[src/rtl/pre_if_stage_if.sv]
// Fetch handshake bundle between pre_if_stage, if_stage and the instruction cache.
// The master side is the pre-IF stage; the slave side is if_stage plus the cache.
interface pre_if_stage_if;
    logic        fs_allowin;
    logic        to_fs_valid;
    logic [70:0] preif_to_fs_bus;
    logic        inst_cache_valid;
    logic [31:0] inst_cache_addr;
    logic        inst_cache_addr_ok;

    modport master (
        input  fs_allowin,
        input  inst_cache_addr_ok,
        output to_fs_valid,
        output preif_to_fs_bus,
        output inst_cache_valid,
        output inst_cache_addr
    );

    modport slave (
        output fs_allowin,
        output inst_cache_addr_ok,
        input  to_fs_valid,
        input  preif_to_fs_bus,
        input  inst_cache_valid,
        input  inst_cache_addr
    );
endinterface

[src/rtl/pre_if_stage.sv]
// Pre-IF stage: owns the fetch PC, issues I-cache requests and applies flush/branch redirects.
// Define PFS_TLB_EXC_EN to tag TLB refill/invalid fetch exceptions (TLBL) on mapped addresses.
module pre_if_stage #(
    parameter logic [31:0] RESET_PC     = 32'hbfc00000,
    parameter logic [31:0] EX_ENTRY     = 32'hbfc00380,
    parameter logic [31:0] REFILL_ENTRY = 32'hbfc00200
) (
    input  logic                  clk,
    input  logic                  reset,
    pre_if_stage_if.master        fs,
    input  logic                  br_taken,
    input  logic [31:0]           br_target,
    input  logic                  fs_ex,
    input  logic                  ex_is_refill,
    input  logic                  fs_eret_in,
    input  logic [31:0]           cp0_epc,
    input  logic                  fs_cancel_in,
    input  logic [31:0]           cancel_pc,
    input  logic                  tlb_refill,
    input  logic                  tlb_invalid
);

    typedef enum logic [0:0] {
        S_BOOT = 1'b0,
        S_RUN  = 1'b1
    } state_t;

    state_t      state_r;
    logic [31:0] pc_r;
    logic        br_pending_r;
    logic [31:0] br_pc_r;

    logic        flush_s;
    logic [31:0] flush_target_s;
    logic        req_s;
    logic        accept_s;
    logic [38:0] exc_s;

    // Returns {tlb_refill, badvaddr, has_exc, exc_type}; AdEL outranks the TLB exceptions.
    function automatic logic [38:0] fetch_exc(input logic [31:0] pc,
                                              input logic        refill,
                                              input logic        invalid);
        logic [38:0] r;
        r = 39'd0;
        if (pc[1:0] != 2'b00) begin
            r = {1'b0, pc, 1'b1, 5'h04};
        end else begin
`ifdef PFS_TLB_EXC_EN
            if ((!pc[31] || (pc[31:30] == 2'b11)) && (refill || invalid)) begin
                r = {refill, pc, 1'b1, 5'h02};
            end else begin
                r = 39'd0;
            end
`else
            r = 39'd0;
`endif
        end
        return r;
    endfunction

`ifndef PFS_TLB_EXC_EN
    logic unused_tlb_s;
    assign unused_tlb_s = tlb_refill ^ tlb_invalid;
`endif

    // Request, accept and flush-target decode for the current cycle.
    always_comb begin
        flush_s        = fs_ex | fs_eret_in | fs_cancel_in;
        flush_target_s = 32'd0;
        if (fs_ex) begin
            flush_target_s = ex_is_refill ? REFILL_ENTRY : EX_ENTRY;
        end else if (fs_eret_in) begin
            flush_target_s = cp0_epc;
        end else if (fs_cancel_in) begin
            flush_target_s = cancel_pc;
        end else begin
            flush_target_s = 32'd0;
        end
        // Reset is folded in so an in-flight request drops in the reset cycle itself.
        req_s    = (state_r == S_RUN) & fs.fs_allowin & ~flush_s & ~reset;
        accept_s = req_s & fs.inst_cache_addr_ok;
`ifdef PFS_TLB_EXC_EN
        exc_s    = fetch_exc(pc_r, tlb_refill, tlb_invalid);
`else
        exc_s    = fetch_exc(pc_r, 1'b0, 1'b0);
`endif
    end

    // FSM, fetch PC and pending-branch bookkeeping.
    always_ff @(posedge clk) begin
        if (reset) begin
            state_r      <= S_BOOT;
            pc_r         <= RESET_PC;
            br_pending_r <= 1'b0;
            br_pc_r      <= 32'd0;
        end else begin
            case (state_r)
                S_BOOT:  state_r <= S_RUN;
                S_RUN:   state_r <= S_RUN;
                default: state_r <= S_BOOT;
            endcase
            if (flush_s) begin
                pc_r         <= flush_target_s;
                br_pending_r <= 1'b0;
            end else if (accept_s) begin
                br_pending_r <= 1'b0;
                if (br_taken) begin
                    pc_r <= br_target;
                end else if (br_pending_r) begin
                    pc_r <= br_pc_r;
                end else begin
                    pc_r <= pc_r + 32'd4;
                end
            end else if (br_taken) begin
                br_pending_r <= 1'b1;
                br_pc_r      <= br_target;
            end else begin
                br_pending_r <= br_pending_r;
            end
        end
    end

    assign fs.inst_cache_valid = req_s;
    assign fs.inst_cache_addr  = {pc_r[31:2], 2'b00};
    assign fs.to_fs_valid      = accept_s;
    assign fs.preif_to_fs_bus  = accept_s ? {exc_s, pc_r} : 71'd0;

endmodule

[src/flat_wrapper.sv]
// flat-port wrapper written by rule: the top's interface ports become plain ports
module pre_if_stage_flat 
#(
    parameter logic [31:0] RESET_PC     = 32'hbfc00000,
    parameter logic [31:0] EX_ENTRY     = 32'hbfc00380,
    parameter logic [31:0] REFILL_ENTRY = 32'hbfc00200
)
  (clk, reset, br_taken, br_target, fs_ex, ex_is_refill, fs_eret_in, cp0_epc, fs_cancel_in, cancel_pc, tlb_refill, tlb_invalid, fs_fs_allowin, fs_inst_cache_addr_ok, fs_to_fs_valid, fs_preif_to_fs_bus, fs_inst_cache_valid, fs_inst_cache_addr);
  pre_if_stage_if fs_i ();
  input  logic clk;
  input  logic reset;
  input  logic br_taken;
  input  logic [31:0] br_target;
  input  logic fs_ex;
  input  logic ex_is_refill;
  input  logic fs_eret_in;
  input  logic [31:0] cp0_epc;
  input  logic fs_cancel_in;
  input  logic [31:0] cancel_pc;
  input  logic tlb_refill;
  input  logic tlb_invalid;
  input wire logic [$bits(fs_i.fs_allowin)-1:0] fs_fs_allowin;
  input wire logic [$bits(fs_i.inst_cache_addr_ok)-1:0] fs_inst_cache_addr_ok;
  output wire logic [$bits(fs_i.to_fs_valid)-1:0] fs_to_fs_valid;
  output wire logic [$bits(fs_i.preif_to_fs_bus)-1:0] fs_preif_to_fs_bus;
  output wire logic [$bits(fs_i.inst_cache_valid)-1:0] fs_inst_cache_valid;
  output wire logic [$bits(fs_i.inst_cache_addr)-1:0] fs_inst_cache_addr;
  assign fs_i.fs_allowin = fs_fs_allowin;
  assign fs_i.inst_cache_addr_ok = fs_inst_cache_addr_ok;
  assign fs_to_fs_valid = fs_i.to_fs_valid;
  assign fs_preif_to_fs_bus = fs_i.preif_to_fs_bus;
  assign fs_inst_cache_valid = fs_i.inst_cache_valid;
  assign fs_inst_cache_addr = fs_i.inst_cache_addr;
  pre_if_stage #(.RESET_PC(RESET_PC), .EX_ENTRY(EX_ENTRY), .REFILL_ENTRY(REFILL_ENTRY)) u_core (.clk(clk), .reset(reset), .fs(fs_i), .br_taken(br_taken), .br_target(br_target), .fs_ex(fs_ex), .ex_is_refill(ex_is_refill), .fs_eret_in(fs_eret_in), .cp0_epc(cp0_epc), .fs_cancel_in(fs_cancel_in), .cancel_pc(cancel_pc), .tlb_refill(tlb_refill), .tlb_invalid(tlb_invalid));
endmodule
[config.mk]
export PLATFORM = sky130hd
export DESIGN_NAME = pre_if_stage_flat
export DESIGN_NICKNAME = d
export VERILOG_FILES = /design/src/rtl/pre_if_stage_if.sv /design/src/rtl/pre_if_stage.sv /design/src/flat_wrapper.sv
export SDC_FILE = /design/constraint.sdc
export NUM_CORES = 1
export LEC_CHECK = 0
export ABC_AREA = 1
export BUFFER_PORTS_ARGS = -buffer_cell sky130_fd_sc_hd__buf_2
export CORE_ASPECT_RATIO = 1.2
export CORE_UTILIZATION = 44
export CTS_CLUSTER_DIAMETER = 60
export DETAILED_ROUTE_END_ITERATION = 6
export PLACE_DENSITY = 0.88
export SKIP_LAST_GASP = 1
export SYNTH_ARGS = -nofsm -noshare
export SYNTH_HDL_FRONTEND = slang
export SYNTH_SLANG_ARGS = --single-unit
[constraint.sdc]
create_clock -name clk -period 1.7 [get_ports clk]
set_clock_uncertainty 0.2 [all_clocks]
set_input_delay 0.34 -clock clk [delete_from_list [all_inputs] [get_ports clk]]
set_output_delay 0.34 -clock clk [all_outputs]
set_load 0.1 [all_outputs]
==> run_results.csv, run 1 <==
group,metric,value,unit
synthesis,netlist_instances,794,
sta,worstEndpointType,"output port",
run_status,status,"did not finish",
clock_network,htreeDepth,3,
clock_network,cts_num_sinks,66,
placement,place_hpwl,16.5,mm
synthesis,synthMuxAreaShare,0,%
synthesis,yosys_register_bits,66,
synthesis,synth.distinct_cells,33,
placement,io_buffers,202,
global_routing,grt_max_degree,38,
floorplanning,die_w,97.8,µm
synthesis,syn_area,4850,µm²
floorplanning,rows,41,
synthesis,yosysTopAreaCellShare,27.3,%
synthesis,syn_avg_cell_area,6.10,µm²
synthesis,synth_fa_ha_area_share,0.258,%
synthesis,synth.top_cells.by_area,"dfxtp_1 27%, nor2_1 15%, nand2_1 9.5%, buf_4 6.2%, inv_1 5.8%",
placement,gp_congestion,1.02,
synthesis,ys_seq_area_share,27.3,%
run_status,firstError,"[ERROR GRT-0232] Routing congestion too high. Check the congestion heatmap in the GUI.",
global_routing,grt_overflow_total,107,
synthesis,synth_xor_area_share,1.08,%
run_status,haltStage,"global routing",
synthesis,synth-compound-area-share,23.7,%
clock_network,clockBufferDepth,2,
synthesis,synth_top_family_by_area,"simple AND/OR/NAND/NOR gates",
clock_network,numCtsBuffers,9,
sta,grt_worst_setup_endpoint,"fs_preif_to_fs_bus[65]",
floorplanning,initial_core_util,45.6,%
synthesis,yosysTopAreaCell,"dfxtp_1",
clock_network,hold_buffers,0,
clock_network,cts_root_buf,"clkbuf_16",
global_routing,grtUsageTotal,73.9,%
floorplanning,pin_count,212,
synthesis,synthSimpleGateAreaFrac,31.4,%
synthesis,yosys_warnings,0,
floorplanning,die_h,117,µm
## logic make-up after synthesis
kind of cell / after synthesis
AND/OR/NAND/NOR: 368
AO/OA/AOI/OAI: 190
buffers and inverters: 162
flip-flops: 66
XOR/XNOR: 6
adder cells (fa/ha/maj): 1
other: 1
## stage by stage
stage | hold slack (ns) | area, µm² | cells | worst slack [ns] | TNS (ns)
after CTS | 0.0469 | 9360 | 1186 | -0.635 | -35.64
after floorplan | 0.239 | 5430 | 800 | -1.14 | -52.42
after detailed placement | 0.259 | 8440 | 1154 | -0.486 | -49.17
after global placement | 0.248 | 8440 | 1154 | -0.423 | -39.32
## synth_stat cells
cell type    n
nor2_1     190
nand2_1    122
inv_1       75
dfxtp_1     66
a21oi_1     55
o21ai_0     51
buf_4       40
a211oi_1    32
nand3_1     30
a22oi_1     27
buf_2       20
clkbuf_1    17
o22ai_1     14
nand4_1      7
nor3_1       6
xor2_1       6
a22o_1       5
buf_1        5
nor2_4       4
inv_2        3
o221ai_1     3
nand2_4      2
nand3b_1     2
nor2_2       2
o21ai_1      2
and2_1       1
clkbuf_2     1
conb_1       1
ha_1         1
inv_4        1
nand2_2      1
nand3_4      1
o211ai_1     1
## timing repair
item	4_1_cts
cloned	3
setup endpoints to repair	133
pin swaps	35
gates resized for setup	124
buffers inserted	13
## routing by layer
layer	global-route usage, %	GRT overflow
met1	70.8	0
met2	97.1	61
met3	53.0	0
met4	84.6	46
met5	6.84	0
==> run 2, diff against run 1 <==
--- a/config.mk
+++ b/config.mk
@@ -7,11 +7,9 @@
 export LEC_CHECK = 0
 export ABC_AREA = 1
 export BUFFER_PORTS_ARGS = -buffer_cell sky130_fd_sc_hd__buf_2
-export CORE_ASPECT_RATIO = 1.2
-export CORE_UTILIZATION = 44
-export CTS_CLUSTER_DIAMETER = 60
+export CORE_UTILIZATION = 40
 export DETAILED_ROUTE_END_ITERATION = 6
-export PLACE_DENSITY = 0.88
+export PLACE_DENSITY_LB_ADDON = 0.15
 export SKIP_LAST_GASP = 1
 export SYNTH_ARGS = -nofsm -noshare
 export SYNTH_HDL_FRONTEND = slang
==> constraint.sdc (replaced) <==
create_clock -name clk -period 2.2 [get_ports clk]
set_clock_uncertainty 0.2 [all_clocks]
set_input_delay 0.44 -clock clk [delete_from_list [all_inputs] [get_ports clk]]
set_output_delay 0.44 -clock clk [all_outputs]
set_load 0.1 [all_outputs]
==> run_results.csv, run 2 <==
group,metric,value,unit
synthesis,yosysTopAreaCellShare,27.3,%
detailed_routing,viasPerCell,5.27,
synthesis,ys.flop_type,"dfxtp_1",
power_and_ir_drop,internal-power,0.00246,W
clock_network,cts_root_buf,"clkbuf_16",
critical_path,r2r_end,"u_core.pc_r[16]",
synthesis,async_flop_share,0,%
finish,largestRegisters,"u_core.br_pc_r x32, u_core.pc_r x32",
detailed_routing,wire_per_inst,15.4,µm
floorplanning,die_area,12600,µm²
finish,area_growth,63.5,%
clock_network,clock_latency,0.33,ns
detailed_routing,wl,17.4,mm
critical_path,worst_path_max_delay_cell,"buf_12",
sta,worst_slack,-0.206,ns
critical_path,cp.required,1.56,ns
critical_path,critPathLaunch,"fs_cancel_in",
power_and_ir_drop,cellPowerDensity,474,nW/µm²
synthesis,synth.distinct_cells,33,
critical_path,crit_top_cell,"nor2_4",
detailed_routing,ant_nets,0,
global_routing,grt_overflow_total,0,
worst_hold_path,min_path_cells,3,
critical_path,cp_max_fo,8,
sta,setup_viol,65,
synthesis,synth-edff-count,0,
synthesis,yosys_warnings,0,
detailed_routing,drtIter0Drc,499,
critical_path,crit_path_end,"fs_preif_to_fs_bus[44]",
detailed_routing,via_count,5954,
sta,rsz0062_at_grt,"yes",
synthesis,netlist_instances,794,
placement,io_buffers,202,
finish,num_antenna_cells,0,
sta,maxSlewHeadroom,65.9,%
synthesis,syn_area,4850,µm²
finish,drive_above_1_share,35.5,%
worst_hold_path,hold_path_class,"in -> reg",
synthesis,synth.top_cells.by_area,"dfxtp_1 27%, nor2_1 15%, nand2_1 9.5%, buf_4 6.2%, inv_1 5.8%",
power_and_ir_drop,comb_power_share,26.0,%
job,max_cap_violations,0,
finish,n_fill_cell,1035,
synthesis,yosysTopAreaCell,"dfxtp_1",
critical_path,r2r_cells,8,
critical_path,worst_path_dominant_cell_family,"simple AND/OR/NAND/NOR gates",
floorplanning,die_w,112,µm
power_and_ir_drop,p_sw,0.00130,W
floorplanning,initial_core_util,41.7,%
placement,gp_congestion,0.935,
power_and_ir_drop,peakVddDrop,0.000375,V
sta,timing.hold.ws,0.156,ns
critical_path,worst_setup_path_start_kind,"input pin",
synthesis,synth_most_common_cell,"nor2_1",
clock_network,clk_pin_slew,0.05,ns
floorplanning,die_h,112,µm
critical_path,path_buf_inv,4,
detailed_routing,firstDrtPassIters,7,
run_status,status,"complete, but fails checks",
floorplanning,rows,39,
finish,final_common_cell,"buf_2",
critical_path,r2r_slack,0.20,ns
floorplanning,pin_count,212,
synthesis,synth_commonest_cells,"190 x nor2_1, 122 x nand2_1, 75 x inv_1, 66 x dfxtp_1, 55 x a21oi_1",
global_routing,grt_pass1_wl,28.0,mm
clock_network,numCtsBuffers,9,
power_and_ir_drop,seqPwrFrac,35.3,%
run_status,violations,"design-rule violations, negative setup slack",
power_and_ir_drop,clkPwrFrac,38.7,%
critical_path,crit_cells,11,
clock_network,cts_tree,"yes",
detailed_routing,drc,17,
power_and_ir_drop,swShare,34.6,%
sta,setup_tns,-8.70,ns
critical_path,worstPathArrival,1.77,ns
synthesis,yosys_register_bits,66,
sta,worstMarginPinSlew,0.514,ns
critical_path,rr_startpoint,"u_core.pc_r[6]",
sta,maxSlewViolCount,0,
critical_path,worstPathCellList,"buf_6 > nor2_4 > nand2_4 > nor2_4 > nand3_4 > nor2_4 > nor2_4 > buf_6 > buf_12 > nor2_4 > buf_12",
critical_path,crit_path_end_kind,"output port",
critical_path,crit_path_max_incr_delay,0.18,ns
placement,dp.cells,1109,
synthesis,syn_avg_cell_area,6.10,µm²
floorplanning,core_area,11600,µm²
clock_network,htreeDepth,3,
global_routing,grtUsageTotal,28.2,%
placement,place_hpwl,13.7,mm
critical_path,path_class,"in -> out",
global_routing,antenna_found_initial,0,
clock_network,cts_num_sinks,66,
finish,layout.cells.non_filler,1130,
sta,finalHoldViolations,0,
power_and_ir_drop,p_leak,3.34,nW
clock_network,clockBufferDepth,2,
synthesis,ys_seq_area_share,27.3,%
sta,max_clock_freq,416,MHz
sta,finalCritPeriodShare,109,%
finish,mostFrequentLayoutCells,"132 x buf_2, 124 x nor2_1, 121 x nand2_1",
global_routing,grt_max_degree,40,
global_routing,first_global_vias,5468,
sta,period_needed,2.41,ns
finish,nets,1090,
==> run 2: cell counts after synthesis <==
Identical to the previous run, type by type.
==> run 2: area by class of cell <==
class                           count  area (µm²)  share of cell area (%)
Multi-Input combinational cell    572        3250                    41.1
Timing Repair Buffer              254        2560                    32.3
Sequential cell                    66        1320                    16.7
Inverter                           79         305                    3.85
Clock buffer                       14         264                    3.33
Tap cell                          143         179                    2.26
Clock inverter                      2        35.0                   0.442
==> run 2: cells by family after synthesis <==
group	count (synthesis)	synth area share [%]
AO/OA/AOI/OAI	190	23.7
XOR/XNOR	6	1.08
adder cells (fa/ha/maj)	1	0.258
buffers and inverters	162	16.2
flip-flops	66	27.3
other	1	0.0774
AND/OR/NAND/NOR	368	31.4
==> run 2: worst register-to-register path, cell delays in order (launching register included) <==
cell	delay (ns)
dfxtp_1	0.46
nand2_1	0.15
nor2_1	0.20
nand3_1	0.18
inv_1	0.11
nand3_1	0.11
o21ai_0	0.31
nand2_1	0.09
a21oi_1	0.12
==> run 2: worst min path at each step <==
stage	end	from	slack [ns]
2_1_floorplan	u_core.br_pc_r[0]	u_core.br_pc_r[0]	0.24
6_report	u_core.br_pc_r[26]	br_target[26]	0.16
3_5_place_dp	u_core.br_pc_r[0]	u_core.br_pc_r[0]	0.25
4_1_cts	u_core.br_pc_r[26]	br_target[26]	0.15
5_1_grt	u_core.br_pc_r[25]	br_target[25]	0.17
3_3_place_gp	u_core.br_pc_r[31]	u_core.br_pc_r[31]	0.25
==> run 2: power groups by stage <==
stage | logic, W | registers [W] | clock network (W)
finish | 0.000978 | 0.00133 | 0.00145
global route | 0.00104 | 0.00133 | 0.00152
CTS | 0.000971 | 0.00132 | 0.00146
detailed placement | 0.000962 | 0.00135 | 0
global placement | 0.000956 | 0.00135 | 0
floorplan | 0.000747 | 0.00133 | 0
==> run 2: metrics by stage <==
step                      total power, W  utilization, %  instance area [µm²]  setup slack, ns
after global routing             0.00389            68.2                 7920           -0.292
after global placement           0.00230            65.1                 7560           -0.173
after floorplan                  0.00207               -                 5410           -0.840
after CTS                        0.00375            68.1                 7910           -0.216
after detailed placement         0.00231            65.1                 7560           -0.188
final                            0.00376            68.2                 7920           -0.206
==> run 2: metal layers <==
layer / track usage, % / part of all wire (%) / up-vias
met5: 0 / 0 / -
met1: 37.7 / 43 / 2697
li1: - / - / 2944
met3: 5.18 / 8.7 / 25
met4: 8.44 / 1.6 / 0
met2: 46.2 / 47 / 288
==> run 2: what timing repair did <==
action,4_1_cts,5_1_grt
gates resized for setup,7,3
endpoints found under the setup margin,65,67
cloned,0,0
pin swaps,10,10
buffers inserted,7,1
hold buffers,0,0
Power figures use the tool's default switching activity.
==> run 3, diff against run 2 <==
--- a/config.mk
+++ b/config.mk
@@ -5,7 +5,7 @@
 export SDC_FILE = /design/constraint.sdc
 export NUM_CORES = 1
 export LEC_CHECK = 0
-export ABC_AREA = 1
+export ABC_AREA = 0
 export BUFFER_PORTS_ARGS = -buffer_cell sky130_fd_sc_hd__buf_2
 export CORE_UTILIZATION = 40
 export DETAILED_ROUTE_END_ITERATION = 6
==> run_results.csv, run 3 <==
group,metric,value,unit
synthesis,ys_seq_area_share,27.5,%
critical_path,worst_path_max_delay_cell,"dfxtp_2",
sta,timing.hold.ws,0.132,ns
power_and_ir_drop,comb_power_share,26.5,%
critical_path,cp.required,1.56,ns
placement,dp.cells,1027,
global_routing,antenna_found_initial,0,
detailed_routing,drtIter0Drc,545,
finish,largestRegisters,"u_core.br_pc_r x32, u_core.pc_r x32",
synthesis,async_flop_share,0,%
sta,worst_slack,-0.186,ns
global_routing,first_global_vias,5926,
worst_hold_path,hold_path_class,"in -> reg",
synthesis,synth-edff-count,0,
power_and_ir_drop,peakVddDrop,0.000370,V
critical_path,r2r_end,"u_core.pc_r[30]",
finish,mostFrequentLayoutCells,"134 x buf_2, 99 x nand2_1, 93 x buf_4",
sta,maxSlewViolCount,0,
finish,drive_above_1_share,44.8,%
clock_network,clk_pin_slew,0.06,ns
synthesis,netlist_instances,680,
finish,fin_area,8060,µm²
floorplanning,die_w,112,µm
synthesis,yosysTopAreaCell,"dfxtp_1",
clock_network,cts_num_sinks,66,
power_and_ir_drop,power,0.00375,W
clock_network,cts_root_buf,"clkbuf_16",
placement,place_hpwl,15.4,mm
global_routing,grtUsageTotal,31.9,%
clock_network,hold_buffers,0,
critical_path,r2r_slack,0.02,ns
detailed_routing,drc,14,
synthesis,synth.distinct_cells,63,
synthesis,synth_most_common_cell,"nand2_1",
global_routing,global_route.usage.met3,6.31,%
critical_path,crit_path_max_incr_delay,0.33,ns
clock_network,htreeDepth,3,
worst_hold_path,min_path_cells,3,
sta,rsz0062_at_grt,"yes",
critical_path,worstPathCellList,"and4b_2 > buf_4 > buf_8 > clkbuf_16 > and3_4 > buf_12",
sta,period_needed,2.39,ns
synthesis,ys.flop_type,"dfxtp_1",
sta,maxSlewHeadroom,57.4,%
job,max_cap_violations,0,
global_routing,grt-busiest-layer,"met2",
detailed_routing,via_count,6220,
run_status,status,"complete, but fails checks",
power_and_ir_drop,cellPowerDensity,466,nW/µm²
sta,finalHoldViolations,0,
global_routing,grt_pass1_wl,31.4,mm
critical_path,worst_path_dominant_cell_family,"buffers and inverters",
clock_network,numCtsBuffers,9,
synthesis,syn_avg_cell_area,7.07,µm²
sta,finalCritPeriodShare,108,%
placement,place_area,7560,µm²
synthesis,synth_commonest_cells,"100 x nand2_1, 66 x dfxtp_1, 62 x a21oi_1, 49 x clkbuf_1, 48 x nor2_1",
synthesis,yosys_register_bits,66,
clock_network,clockBufferDepth,2,
detailed_routing,firstDrtPassIters,7,
critical_path,path_class,"reg -> out",
detailed_routing,ant_nets,0,
clock_network,clock_latency,0.34,ns
detailed_routing,wl,20.4,mm
placement,io_buffers,202,
floorplanning,initial_core_util,41.6,%
critical_path,path_buf_inv,4,
finish,num_antenna_cells,0,
synthesis,synth.top_cells.by_area,"dfxtp_1 27%, nand2_1 7.8%, a21oi_1 6.5%, buf_4 5.9%, and3_1 4.2%",
sta,setup_tns,-8.08,ns
synthesis,syn_area,4810,µm²
global_routing,grt_max_degree,47,
critical_path,worst_setup_path_start_kind,"flip-flop",
finish,final_common_cell,"buf_2",
critical_path,crit_path_end_kind,"output port",
floorplanning,pin_count,212,
critical_path,cp_max_fo,5,
sta,setup_viol,64,
power_and_ir_drop,p_sw,0.00132,W
global_routing,grt_overflow_total,0,
power_and_ir_drop,swShare,35.3,%
detailed_routing,viasPerCell,5.90,
worst_hold_path,holdPathEnd,"u_core.pc_r[25]",
global_routing,grt_use_met1,40.8,%
synthesis,yosysTopAreaCellShare,27.5,%
floorplanning,core_area,11600,µm²
detailed_routing,wire_per_inst,19.4,µm
power_and_ir_drop,internal-power,0.00243,W
finish,nets,1015,
floorplanning,die_area,12500,µm²
worst_hold_path,hold_path_startpoint,"cancel_pc[25]",
clock_network,cts_tree,"yes",
sta,worstMarginPinSlew,0.637,ns
floorplanning,die_h,112,µm
placement,gp_congestion,0.931,
power_and_ir_drop,p_leak,3.37,nW
finish,layout.cells.non_filler,1055,
finish,area_growth,67.7,%
power_and_ir_drop,seqPwrFrac,34.5,%
floorplanning,rows,39,
power_and_ir_drop,clkPwrFrac,39.0,%
run_status,violations,"design-rule violations, negative setup slack",
critical_path,r2r_cells,6,
synthesis,yosys_warnings,0,
critical_path,worstPathArrival,1.75,ns
sta,max_clock_freq,419,MHz
critical_path,rr_startpoint,"u_core.pc_r[10]",
global_routing,grt.met2_usage,53.4,%
## run 3: cell families after synthesis
group / count (synthesis) / synth area share [%]
other cells: 1 / 0.0780
flops: 66 / 27.5
simple gates: 295 / 30.8
xor+xnor: 17 / 3.10
fa+ha+maj: 1 / 0.260
buf+inv: 112 / 12.0
mux: 4 / 0.859
compound gates: 184 / 25.4
## run 3: layer usage
layer	wire length, µm	part of all wire [%]
met3	2070	10
met5	0	0
met2	9730	48
met1	8090	40
met4	541	2.6
## run 3: area by class of cell
| cell class | instances | area, µm² |
|---|---|---|
| fillers | 944 | 3500 |
| multi-input cells | 508 | 3270 |
| repair buffers | 307 | 2940 |
| flip-flops and latches | 66 | 1320 |
| clock buffers | 9 | 225 |
| well taps | 143 | 179 |
| clock inverters | 7 | 70.1 |
| inverters | 15 | 58.8 |
## run 3: metrics by stage
| stage | utilization (%) | setup slack [ns] |
|---|---|---|
| after floorplan | - | -0.419 |
| after global placement | 65.4 | -0.107 |
| after detailed placement | 65.4 | -0.185 |
| after CTS | 68.3 | -0.154 |
| after global routing | 69.7 | -0.225 |
| final | 69.7 | -0.186 |
## run 3: timing repair
action / 4_1_cts / 5_1_grt
buffers inserted: 1 / 9
pin swaps: 18 / 3
endpoints found under the setup margin: 67 / 69
resized for setup: 15 / 15
gates cloned: 1 / 2
## run 3: how the worst max path moves through the flow
stage                              start  slack [ns]                      to  cells after the start
after global placement        fs_eret_in       -0.11  fs_preif_to_fs_bus[69]                      7
after global routing      u_core.state_r       -0.22  fs_preif_to_fs_bus[44]                      6
after floorplan             fs_cancel_in       -0.42  fs_preif_to_fs_bus[40]                      5
after detailed placement      fs_eret_in       -0.18         u_core.pc_r[19]                      8
after CTS                 u_core.state_r       -0.15  fs_preif_to_fs_bus[44]                      6
final                     u_core.state_r       -0.19   fs_preif_to_fs_bus[5]                      6
## run 3: worst min-delay path: stages
cell      delay [ns]
buf_2           0.08
a221oi_1        0.06
o21ai_0         0.06
## run 3: power groups by stage
| stage | Combinational, W | Clock [W] | Sequential (W) |
|---|---|---|---|
| global route | 0.00105 | 0.00151 | 0.00130 |
| finish | 0.000996 | 0.00146 | 0.00129 |
| CTS | 0.000965 | 0.00145 | 0.00129 |
| floorplan | 0.000663 | 0 | 0.00132 |
| global placement | 0.000944 | 0 | 0.00131 |
| detailed placement | 0.000958 | 0 | 0.00132 |
==> run 4, diff against run 3 <==
--- a/config.mk
+++ b/config.mk
@@ -10,6 +10,7 @@
 export CORE_UTILIZATION = 40
 export DETAILED_ROUTE_END_ITERATION = 6
 export PLACE_DENSITY_LB_ADDON = 0.15
+export REMOVE_ABC_BUFFERS = 1
 export SKIP_LAST_GASP = 1
 export SYNTH_ARGS = -nofsm -noshare
 export SYNTH_HDL_FRONTEND = slang
==> run_results.csv, run 4 (synthesis results as in run 3) <==
group,metric,value,unit
run_status,status,"complete, but fails checks",
run_status,violations,"design-rule violations, negative setup slack",
finish,n_fill_cell,945,
sta,maxSlewHeadroom,66.1,%
sta,maxSlewViolCount,0,
job,max_cap_violations,0,
sta,max_clock_freq,414,MHz
sta,finalHoldViolations,0,
floorplanning,die_area,12500,µm²
finish,multiInputGateArea,3250,µm²
sta,finalCritPeriodShare,110,%
critical_path,worst_setup_path_start_kind,"flip-flop",
detailed_routing,firstDrtPassIters,7,
critical_path,worstPathCellList,"and4b_2 > nand2_4 > nor2_4 > buf_6 > buf_8 > and2_4 > buf_12",
placement,gp_congestion,0.896,
power_and_ir_drop,power,0.00399,W
finish,fin_area,8090,µm²
global_routing,grtUsageTotal,33.1,%
floorplanning,core_area,11600,µm²
detailed_routing,ant_nets,0,
sta,worst_slack,-0.216,ns
floorplanning,pin_count,212,
critical_path,r2r_slack,0.07,ns
detailed_routing,wl,20.7,mm
critical_path,crit_path_end_kind,"output port",
sta,rsz0062_at_grt,"yes",
clock_network,numCtsBuffers,9,
clock_network,hold_buffers,0,
floorplanning,die_w,112,µm
finish,num_antenna_cells,0,
power_and_ir_drop,clkPwrFrac,43.2,%
finish,area_growth,68.1,%
clock_network,clock_latency,0.34,ns
sta,period_needed,2.42,ns
sta,setup_tns,-9.63,ns
sta,setup_viol,65,
global_routing,antenna_found_initial,0,
critical_path,cp.required,1.56,ns
clock_network,clockBufferDepth,2,
floorplanning,initial_core_util,41.6,%
placement,place_hpwl,14.8,mm
detailed_routing,drc,14,
global_routing,grt_pass1_wl,32.8,mm
power_and_ir_drop,p_sw,0.00128,W
critical_path,worstPathArrival,1.78,ns
floorplanning,rows,39,
critical_path,cp_max_fo,6,
critical_path,crit_path_max_incr_delay,0.33,ns
finish,final_common_cell,"buf_2",
power_and_ir_drop,cellPowerDensity,494,nW/µm²
worst_hold_path,hold_path_class,"in -> reg",
finish,nets,1010,
placement,io_buffers,202,
detailed_routing,via_count,6195,
global_routing,grt_overflow_total,0,
power_and_ir_drop,comb_power_share,24.5,%
critical_path,path_class,"reg -> out",
power_and_ir_drop,internal-power,0.00271,W
detailed_routing,drtIter0Drc,548,
clock_network,clk_pin_slew,0.06,ns
floorplanning,die_h,112,µm
power_and_ir_drop,swShare,32.1,%
placement,place_area,7260,µm²
global_routing,first_global_vias,6175,
clock_network,cts_num_sinks,66,
global_routing,grt_max_degree,38,
power_and_ir_drop,peakVddDrop,0.000400,V
finish,ff_latch_area,1330,µm²
finish,drive_above_1_share,44.5,%
finish,largestRegisters,"u_core.br_pc_r x32, u_core.pc_r x32",
clock_network,cts_root_buf,"clkbuf_16",
clock_network,cts_tree,"yes",
power_and_ir_drop,seqPwrFrac,32.4,%
placement,place_ws,-0.232,ns
detailed_routing,wire_per_inst,19.7,µm
detailed_routing,viasPerCell,5.90,
sta,timing.hold.ws,0.131,ns
power_and_ir_drop,p_leak,3.33,nW
clock_network,htreeDepth,3,
sta,worstMarginPinSlew,0.513,ns
finish,mostFrequentLayoutCells,"134 x buf_2, 99 x nand2_1, 83 x buf_4",
critical_path,worst_path_max_delay_cell,"dfxtp_2",
## run 4: cell count changes in the layout (fill, tap and decap cells not counted), moves of 3 or more
cell / before / now
nor3_2: 0 / 4
buf_4: 93 / 83
clkinv_2: 3 / 0
buf_8: 2 / 5
nor3_4: 5 / 1
## run 4: path summary, 6_finish.rpt
| path | from | end | cells after the start |
|---|---|---|---|
| worst max-delay path | u_core.state_r | fs_preif_to_fs_bus[63] | 7 |
| worst min-delay path | cancel_pc[22] | u_core.pc_r[22] | 3 |
| worst max register to register | u_core.pc_r[2] | u_core.pc_r[30] | 7 |
| worst min register to register | u_core.br_pc_r[23] | u_core.br_pc_r[23] | 2 |
## run 4: what timing repair did
| item | CTS | global route |
|---|---|---|
| endpoints found under the setup margin | 68 | 72 |
| pin swaps | 19 | 2 |
| gates resized for setup | 85 | 16 |
| cloned | 2 | 0 |
| buffers inserted | 9 | 0 |
## run 4: per-layer routing
layer  vias to the layer above  share of wire (%)  track usage, %
li1                       2857                  -               -
met1                      2944                 39            41.3
met2                       344                 49            56.6
met3                        50                9.3            5.77
met4                         0                2.6            13.2
met5                         -                  0               0
## run 4: worst max-delay path, delay by kind of cell (launching register included)
kind	cells	cell delay [ns]
buffers and inverters	3	0.45
DFF	1	0.33
and+or+nand+nor	4	0.67
## run 4: area by class of cell
| class | count | share of cell area (%) |
|---|---|---|
| Inverter | 15 | 0.743 |
| Clock inverter | 4 | 1.21 |
| Timing Repair Buffer | 302 | 36.1 |
| Sequential cell | 66 | 16.4 |
| Tap cell | 143 | 2.21 |
| Clock buffer | 12 | 3.17 |
| Multi-Input combinational cell | 508 | 40.2 |
## run 4: power by group through the flow
stage	registers, W	logic [W]	clock network, W
floorplan	0.00156	0.000286	0
global placement	0.00131	0.000926	0
detailed placement	0.00131	0.000937	0
CTS	0.00129	0.000959	0.00173
global route	0.00130	0.00103	0.00179
finish	0.00129	0.000977	0.00172
## run 4: stage by stage
step                      util, %  cells
after CTS                    69.3   1050
final                        69.9   1050
after global routing         69.9   1050
after floorplan                 -    589
after detailed placement     62.7   1023
after global placement       62.7   1023
